`config.mk`:
```
export PLATFORM = sky130hd
export DESIGN_NAME = divider_control
export DESIGN_NICKNAME = d
export VERILOG_FILES = /design/src/rtl/divider_control.sv
export SDC_FILE = /design/constraint.sdc
export NUM_CORES = 1
export LEC_CHECK = 0
export CAP_MARGIN = 20
export CORE_AREA = 2 2 39 41
export DETAILED_ROUTE_END_ITERATION = 8
export DIE_AREA = 0 0 41 43
export SLEW_MARGIN = 0
export SYNTH_ARGS = -nofsm -noshare
export SYNTH_HDL_FRONTEND = slang
export SYNTH_SLANG_ARGS = --single-unit
```
`constraint.sdc`:
```
create_clock -name clk -period 1.41 [get_ports clk]
set_input_delay 0.282 -clock clk [delete_from_list [all_inputs] [get_ports clk]]
set_output_delay 0.282 -clock clk [all_outputs]
set_load 0.02 [all_outputs]
```
`src/rtl/divider_control.sv`:
```
// Sequencer for a 32-bit restoring shift/subtract divider: INIT, 32 DIV iterations, FIX, DONE.
// Optional DIV_ZERO_DET_EN adds Divisor_zero/Div_zero and skips straight to DONE on a zero divisor.
module divider_control (
  input  logic clk,
  input  logic Reset,
  input  logic Run,
  input  logic ALU_carry,
`ifdef DIV_ZERO_DET_EN
  input  logic Divisor_zero,
  output logic Div_zero,
`endif
  output logic Init_ctrl,
  output logic W_ctrl,
  output logic SLL_ctrl,
  output logic SRL_ctrl,
  output logic ALU_ctrl,
  output logic Ready,
  output logic Busy
);

  typedef enum logic [2:0] {
    StIdle = 3'd0,
    StInit = 3'd1,
    StDiv  = 3'd2,
    StFix  = 3'd3,
    StDone = 3'd4
  } state_e;

  state_e     state_q, state_d;
  logic [4:0] cnt_q, cnt_d;
  logic       start;

  // Run is only honoured when no division is in flight.
  assign start = Run && ((state_q == StIdle) || (state_q == StDone));

`ifdef DIV_ZERO_DET_EN
  logic div_zero_q, div_zero_d;

  always_comb begin
    div_zero_d = div_zero_q;
    if (start) begin
      div_zero_d = Divisor_zero;
    end
  end

  always_ff @(posedge clk or posedge Reset) begin
    if (Reset) begin
      div_zero_q <= 1'b0;
    end else begin
      div_zero_q <= div_zero_d;
    end
  end

  assign Div_zero = div_zero_q;
`endif

  always_comb begin
    state_d = state_q;
    cnt_d   = 5'd0;
    unique case (state_q)
      StIdle, StDone: begin
        if (start) begin
`ifdef DIV_ZERO_DET_EN
          state_d = Divisor_zero ? StDone : StInit;
`else
          state_d = StInit;
`endif
        end
      end
      StInit: begin
        state_d = StDiv;
      end
      StDiv: begin
        if (cnt_q == 5'd31) begin
          state_d = StFix;
        end else begin
          cnt_d = cnt_q + 5'd1;
        end
      end
      StFix: begin
        state_d = StDone;
      end
      default: begin
        state_d = StIdle;
      end
    endcase
  end

  always_ff @(posedge clk or posedge Reset) begin
    if (Reset) begin
      state_q <= StIdle;
      cnt_q   <= 5'd0;
    end else begin
      state_q <= state_d;
      cnt_q   <= cnt_d;
    end
  end

  // Moore decode; W_ctrl in DIV is the only input-dependent output.
  always_comb begin
    Init_ctrl = 1'b0;
    W_ctrl    = 1'b0;
    SLL_ctrl  = 1'b0;
    SRL_ctrl  = 1'b0;
    ALU_ctrl  = 1'b0;
    Ready     = 1'b0;
    Busy      = 1'b0;
    unique case (state_q)
      StIdle: begin
      end
      StInit: begin
        Init_ctrl = 1'b1;
        W_ctrl    = 1'b1;
        SLL_ctrl  = 1'b1;
        Busy      = 1'b1;
      end
      StDiv: begin
        ALU_ctrl = 1'b1;
        SLL_ctrl = 1'b1;
        Busy     = 1'b1;
        W_ctrl   = ~ALU_carry;
      end
      StFix: begin
        SRL_ctrl = 1'b1;
        Busy     = 1'b1;
      end
      StDone: begin
        Ready = 1'b1;
      end
      default: begin
      end
    endcase
  end

endmodule
```
# Word-level counts from Yosys, hierarchy flattened
# Index checks and enable logic that the tools add are counted.
# totals
register_bits	8
latchBits	0
ram_bits	0
rom_bits	0
out_inout_bits	7
memories	0
# op_classes
add_sub_neg	1
mul	0
div_mod_pow	0
n_lt_le_gt_ge	0
eq_ne	7
shifts	0
n_mux	12
n_bitwise	1
reduce_logical	7
# op_table
cell	n
3-bit case mux with 4 select lines	1
5-bit two-way mux	2
3-bit by 2-bit equality test with 1-bit output (second input constant)	2
1-bit two-way mux	6
3-bit two-way mux	2
5-bit by 1-bit adder with 5-bit output (second input constant)	1
5-bit equality test (second input constant)	1
2-bit inequality test (second input constant)	2
2-bit OR reduction	2
3-bit by 1-bit equality test with 1-bit output (second input constant)	1
3-bit equality test (second input constant)	1
3-bit zero test	1
3-bit OR reduction	1
1-bit case mux with 2 select lines	1
2-bit AND reduction	1
1-bit logical AND	1
1-bit logical OR	1
1-bit inverter	1

# Depth between registers and ports, before layout
# Gate-level depths: netlist of the first run.
# logic_depth
ltp_word	5
depth_mapped	5
mapped_depth_nobuf	5

# Worst setup path after synthesis of the first run
# Ideal clock, no wire load.
# synth_path
path_type	reg2out
from	reg state_q[2]
to	out SLL_ctrl
arrival_time_ps	977
setup_slack_ps	151
path_stages_with_launch	3
path_buffers	0
cell_sequence	dfrtp_1 > or3b_4 > nand2_1
# synth_between
elab_chain_len	3
word_cells_on_any_way	4
cone_classes	eq/ne (2); mux (1); reduce/logical (1)
# synth_lines
element	line	source
from (decl)	29	state_e state_q, state_d;
from (signal assigned)	91	state_q <= StIdle;
from (signal assigned)	94	state_q <= state_d;
3-bit by 2-bit equality test with 1-bit output / 3-bit by 1-bit equality test with 1-bit output (equally long branches)	108	unique case (state_q)
2-bit OR reduction (no source line) *	-	
1-bit two-way mux *	108	
to (decl)	14	output logic SLL_ctrl,
# Every way passes the cells marked *; elsewhere a longest branch is shown, timed or not.

# Final worst setup path of the first run
# layout_path
from	reg state_q[1]
to	out SLL_ctrl
# The elaborated chain is that of the path after synthesis.

==> results.yml, run 1 <==
run_status:
  outcome: "finished with violations"
  violations: "negative setup slack"
flow_run:
  cap_viol_max_count: 0
floorplan:
  die_y_um: 43
  ioPinCount: 11
  rows: 14
  start_util: 0.2839
  fp.dieW_um: 41
  core-area_mm2: 0.001384
  fp.dieArea_mm2: 0.001763
placed_design:
  post-dp-hpwl_um: 574.6
  routabilityCongestion: 0.7300
  port_buffers: 10
  dp_worst_setup_slack_ns: -0.3545
logic_synthesis:
  syn_area_per_cell_um2: 10.91
  syn_nets: 42
  synth_top_family_by_area: "simple AND/OR/NAND/NOR gates"
  yosysWarnings: 0
  ys_types: 19
  synth-xor-area-share: 0.04459
  synth-simple-area-share: 0.2803
  synthMuxAreaShare: 0
  ys_ff_latch: 8
  ys_seq_area_frac: 0.5096
  synth_compound_area_frac: 0.06369
  netlist_instances: 36
  syn_area_um2: 392.9
  yosys.area_share.adder: 0.06369
worst_setup_path:
  ff2ff_setup_slack_ns: 0.07
  worst-setup-path-type: "flop to output port"
  path_cells: "or3b_4 > nand2_1 > buf_6"
  timing.critical_path.from_type: "flop"
  r2r_start: "cnt_q[0]"
  end_kind: "output port"
  slowest_delay_ns: 0.44
  path_buf_inv: 1
  worstPathArrival_ns: 1.30
  crit_family: "simple AND/OR/NAND/NOR gates"
  required_ns: 1.13
  crit_path_top_delay_cell: "or3b_4"
  cp-startpoint: "state_q[1]"
  critPathMaxFanout: 4
final_layout:
  final_common_cell: "buf_6"
  drive_above_1_share: 0.5088
  nets: 65
  final_cell_mix: "11 x buf_6, 8 x dfrtp_1, 4 x buf_4"
  antenna_cells: 0
  area_growth_pct: 62.74
global_routing:
  grt_pass1_wl_mm: 1.166
  antenna_found_initial: 0
  first_global_vias: 279
  grt_max_degree: 9
  track_usage: 0.1036
  grt-ovfl-total: 0
cts:
  cts_made_buffers: 3
  cts_hold_buffers: 0
  htreeDepth: 1
  clock-root-buffer: "clkbuf_4"
  cts_tree: "yes"
  cts.sinks: 8
  insertion_delay_ns: 0.25
  clockBufferDepth: 2
  clk_pin_slew_ns: 0.05
sta:
  fin_crit_sh: 1.122
  grt_setup_unrepaired: "true"
  slew_headroom: 0.8040
  skew_ns: 0.005416
  hold_violations: 0
  layout_min_cycle_time_ns: 1.582
  setup_ws_ns: -0.1723
  setup_viol: 7
  tightest_slew_ns: 0.2937
  fmax_ghz: 0.6320
  maxSlewViolCount: 0
power:
  powerDensity_mw_per_mm2: 2056
  finalPower_mw: 1.314
  ir_drop_uv: 872.7
  p_leak_nw: 0.3472
routing:
  drt-initial-drc-count: 2
  drc: 0
  wl_um: 753
  first_pass_iters: 4
  post_drt_via_cell_ratio: 4.247
  wl_per_cell_um: 10.32
  ant_nets: 0
  via_count: 310
min_path:
  hp-class: "primary input to async pin"
-- logic make-up after synthesis --
family          Yosys count
simple gates             17
fa+ha+maj                 2
buf+inv                   4
xor+xnor                  2
compound gates            3
flops                     8
-- flip-flops by register name, indices dropped and copies added, names as in the netlist --
name     flops
cnt_q        5
state_q      3
-- through the flow --
step | area [um2] | utilization | hold slack (ns) | setup TNS (ns) | instances
CTS | 616.8 | 0.4458 | 0.2973 | -0.6113 | 73
global placement | 565.5 | 0.4087 | 0.4574 | -2.044 | 69
floorplan | 392.9 | - | 0.09766 | 0 | 36
detailed placement | 565.5 | 0.4087 | 0.4688 | -2.079 | 69
finish | 639.4 | 0.4620 | 0.2796 | -0.6610 | 73
global route | 639.4 | 0.4620 | 0.3150 | -0.9718 | 73
-- synthesized netlist by cell type --
cell type / number / area share
dfrtp_1: 8 / 0.51
and2_1: 3 / 0.048
inv_1: 3 / 0.029
nor2_1: 3 / 0.029
nor3_1: 3 / 0.038
ha_1: 2 / 0.064
nand2_1: 2 / 0.019
a21o_1: 1 / 0.019
a2bb2oi_1: 1 / 0.022
and2_2: 1 / 0.019
and3_1: 1 / 0.016
inv_2: 1 / 0.0095
nand2b_4: 1 / 0.035
nand3_1: 1 / 0.013
nor2b_4: 1 / 0.035
o21ai_2: 1 / 0.022
or3b_4: 1 / 0.029
xnor2_1: 1 / 0.022
xor2_1: 1 / 0.022
-- path summary, 6_finish.rpt --
| kind | end | cells after the start |
|---|---|---|
| max in group asynchronous | cnt_q[0] | 2 |
| hold / removal | state_q[2] | 2 |
| setup / recovery | SLL_ctrl | 3 |
| hold reg to reg | cnt_q[0] | 1 |
| setup reg to reg | cnt_q[0] | 4 |
| min in group clk | cnt_q[0] | 1 |
-- metal layers --
metal | wire length, um | global-route usage | share of wire
met5 | 0 | 0 | 0
met4 | 11 | 0.06000 | 0.015
met3 | 31 | 0.04712 | 0.041
met2 | 363 | 0.1250 | 0.48
met1 | 347 | 0.1467 | 0.46
-- what timing repair did --
action / in CTS / in global routing
buffers inserted: 1 / 0
setup endpoints to repair: 7 / 8
resized for setup: 47 / 6
pin swaps: 1 / 2
-- power breakdown --
| group | internal (mW) | total, mW | leakage (nW) | switching [mW] |
|---|---|---|---|---|
| registers | 0.286 | 0.333 | 0.108 | 0.0474 |
| clock network | 0.0968 | 0.166 | 0.0138 | 0.0695 |
| logic | 0.458 | 0.815 | 0.226 | 0.357 |
| total | 0.840 | 1.31 | 0.347 | 0.474 |
-- final cells by class --
| type | count | area (um2) |
|---|---|---|
| fillers | 134 | 744.5 |
| flip-flops and latches | 8 | 200.2 |
| multi-input cells | 24 | 197.7 |
| repair buffers | 18 | 183.9 |
| clock buffers | 3 | 22.52 |
| well taps | 16 | 20.02 |
| inverters | 4 | 15.01 |
(Power assumes the default switching activity.)
==> run 2, diff against run 1 <==
Clock period 1.41 ns to 1.27 ns, I/O delays scaled along.
==> run 2 against run 1 <==
Against the previous run: the run still ends with negative setup slack left; clock skew increased by 0.0015 ns; sequential share of layout area decreased by 2.5 points; hold slack got worse by 0.037 ns; sequential power increased by 9.9%; total power increased by 17%; count of clock-buffer cells in the layout unchanged; clock power increased by 15%; critical path type unchanged.
==> results.yml, run 2 (synthesized netlist as in run 1, its figures left out) <==
worst_setup_path:
  end_kind: "output port"
  worst-setup-path-type: "flop to output port"
  timing.critical_path.from_type: "flop"
  worstPathArrival_ns: 1.29
  reg2reg_depth: 4
  required_ns: 1.02
  critPathMaxFanout: 4
sta:
  skew_ns: 0.006893
  tightest_slew_ns: 0.2905
  fmax_ghz: 0.6475
  hold_violations: 0
  maxSlewViolCount: 0
  grt_setup_unrepaired: "true"
  fin_crit_sh: 1.216
  slew_headroom: 0.8061
  layout_min_cycle_time_ns: 1.544
  setup_tns_ns: -1.405
  setup_ws_ns: -0.2744
  hold_ws_ns: 0.2426
  setup_viol: 7
final_layout:
  antenna_cells: 0
  area_growth_pct: 76.75
  instances_no_fill: 77
  nets: 69
  regMostFlops: "cnt_q"
  final_util: 0.5018
  drive_above_1_share: 0.6066
  largest_reg_flops: 5
  final_common_cell: "buf_6"
  final_cell_mix: "11 x buf_6, 8 x dfrtp_1, 8 x buf_4"
  finalInstanceArea_um2: 694.4
  largestRegisters: "cnt_q (5), state_q (3)"
cts:
  clk_pin_slew_ns: 0.05
  clockBufferDepth: 2
  htreeDepth: 1
  cts_made_buffers: 3
  cts.sinks: 8
  insertion_delay_ns: 0.26
  clock-root-buffer: "clkbuf_4"
  cts_tree: "yes"
routing:
  drt-initial-drc-count: 1
  post_drt_via_cell_ratio: 4.377
  wl_um: 783
  ant_nets: 0
  wl_per_cell_um: 10.17
  via_count: 337
  first_pass_iters: 2
  drc: 0
power:
  finalPower_mw: 1.540
  p_leak_nw: 0.3642
  pwr-share-seq: 0.237
  p_int_uw: 993.3
  clkPwrFrac: 0.124
  powerDensity_mw_per_mm2: 2218
  combPwrFrac: 0.639
  p_switching_uw: 547.2
  ir_drop_uv: 1287
  swShare: 0.3552
global_routing:
  grt-ovfl-total: 0
  first_global_vias: 322
  met1_usage: 0.1472
  grt_busiest_layer: "met2"
  grt_pass1_wl_mm: 1.317
  grt_max_degree: 9
  antenna_found_initial: 0
  use_met3: 0.04712
  track_usage: 0.1169
  grtUsageMet2: 0.1563
floorplan:
  ioPinCount: 11
  core-area_mm2: 0.001384
  start_util: 0.2839
  fp.dieArea_mm2: 0.001763
  fp.dieW_um: 41
  rows: 14
  die_y_um: 43
placed_design:
  dp_cells: 72
  routabilityCongestion: 0.7336
  port_buffers: 10
  dp_worst_setup_slack_ns: -0.4649
  post-dp-hpwl_um: 578.2
  place_area_um2: 588.1
run_status:
  outcome: "finished with violations"
  violations: "negative setup slack"
flow_run:
  cap_viol_max_count: 0
min_path:
  hp-class: "primary input to async pin"
run 2: final timing paths:
| check | start | to | slack, ns |
|---|---|---|---|
| setup / recovery | state_q[2] | W_ctrl | -0.27 |
| hold / removal | Reset | cnt_q[3] | 0.24 |
| setup reg to reg | cnt_q[1] | cnt_q[4] | 0.05 |
| hold reg to reg | state_q[0] | state_q[0] | 0.57 |
| max in group asynchronous | Reset | state_q[2] | 0.80 |
| min in group clk | state_q[0] | state_q[0] | 0.57 |
run 2: what timing repair did:
item / CTS / global route
hold buffers: 0 / 0
pin swaps: 5 / 3
buffers inserted: 1 / 2
endpoints found under the setup margin: 10 / 11
resized for setup: 51 / 8
run 2: power by group through the flow:
stage	combinational (mW)	clock (mW)	sequential [mW]
floorplan	0.369	0	0.368
global placement	0.799	0	0.356
detailed placement	0.799	0	0.358
CTS	0.918	0.205	0.360
global route	1.04	0.222	0.377
finish	0.984	0.191	0.366
run 2: critical path, cell delays in order (launching register included):
cell     delay [ns]
dfrtp_1        0.40
or3b_4         0.44
o21ai_2        0.08
buf_6          0.13
run 2: area by class of cell:
class,instances,area (um2)
multi-input combinational,24,222.7
tap,16,20.02
inverter,4,15.01
sequential,8,200.2
timing repair buffer,22,214.0
fill,127,689.4
clock buffer,3,22.52
run 2: routing by layer:
layer / share of wire / routed length, um
met2: 0.54 / 420
met5: 0 / 0
met1: 0.42 / 325
met3: 0.042 / 33
met4: 0.0051 / 4
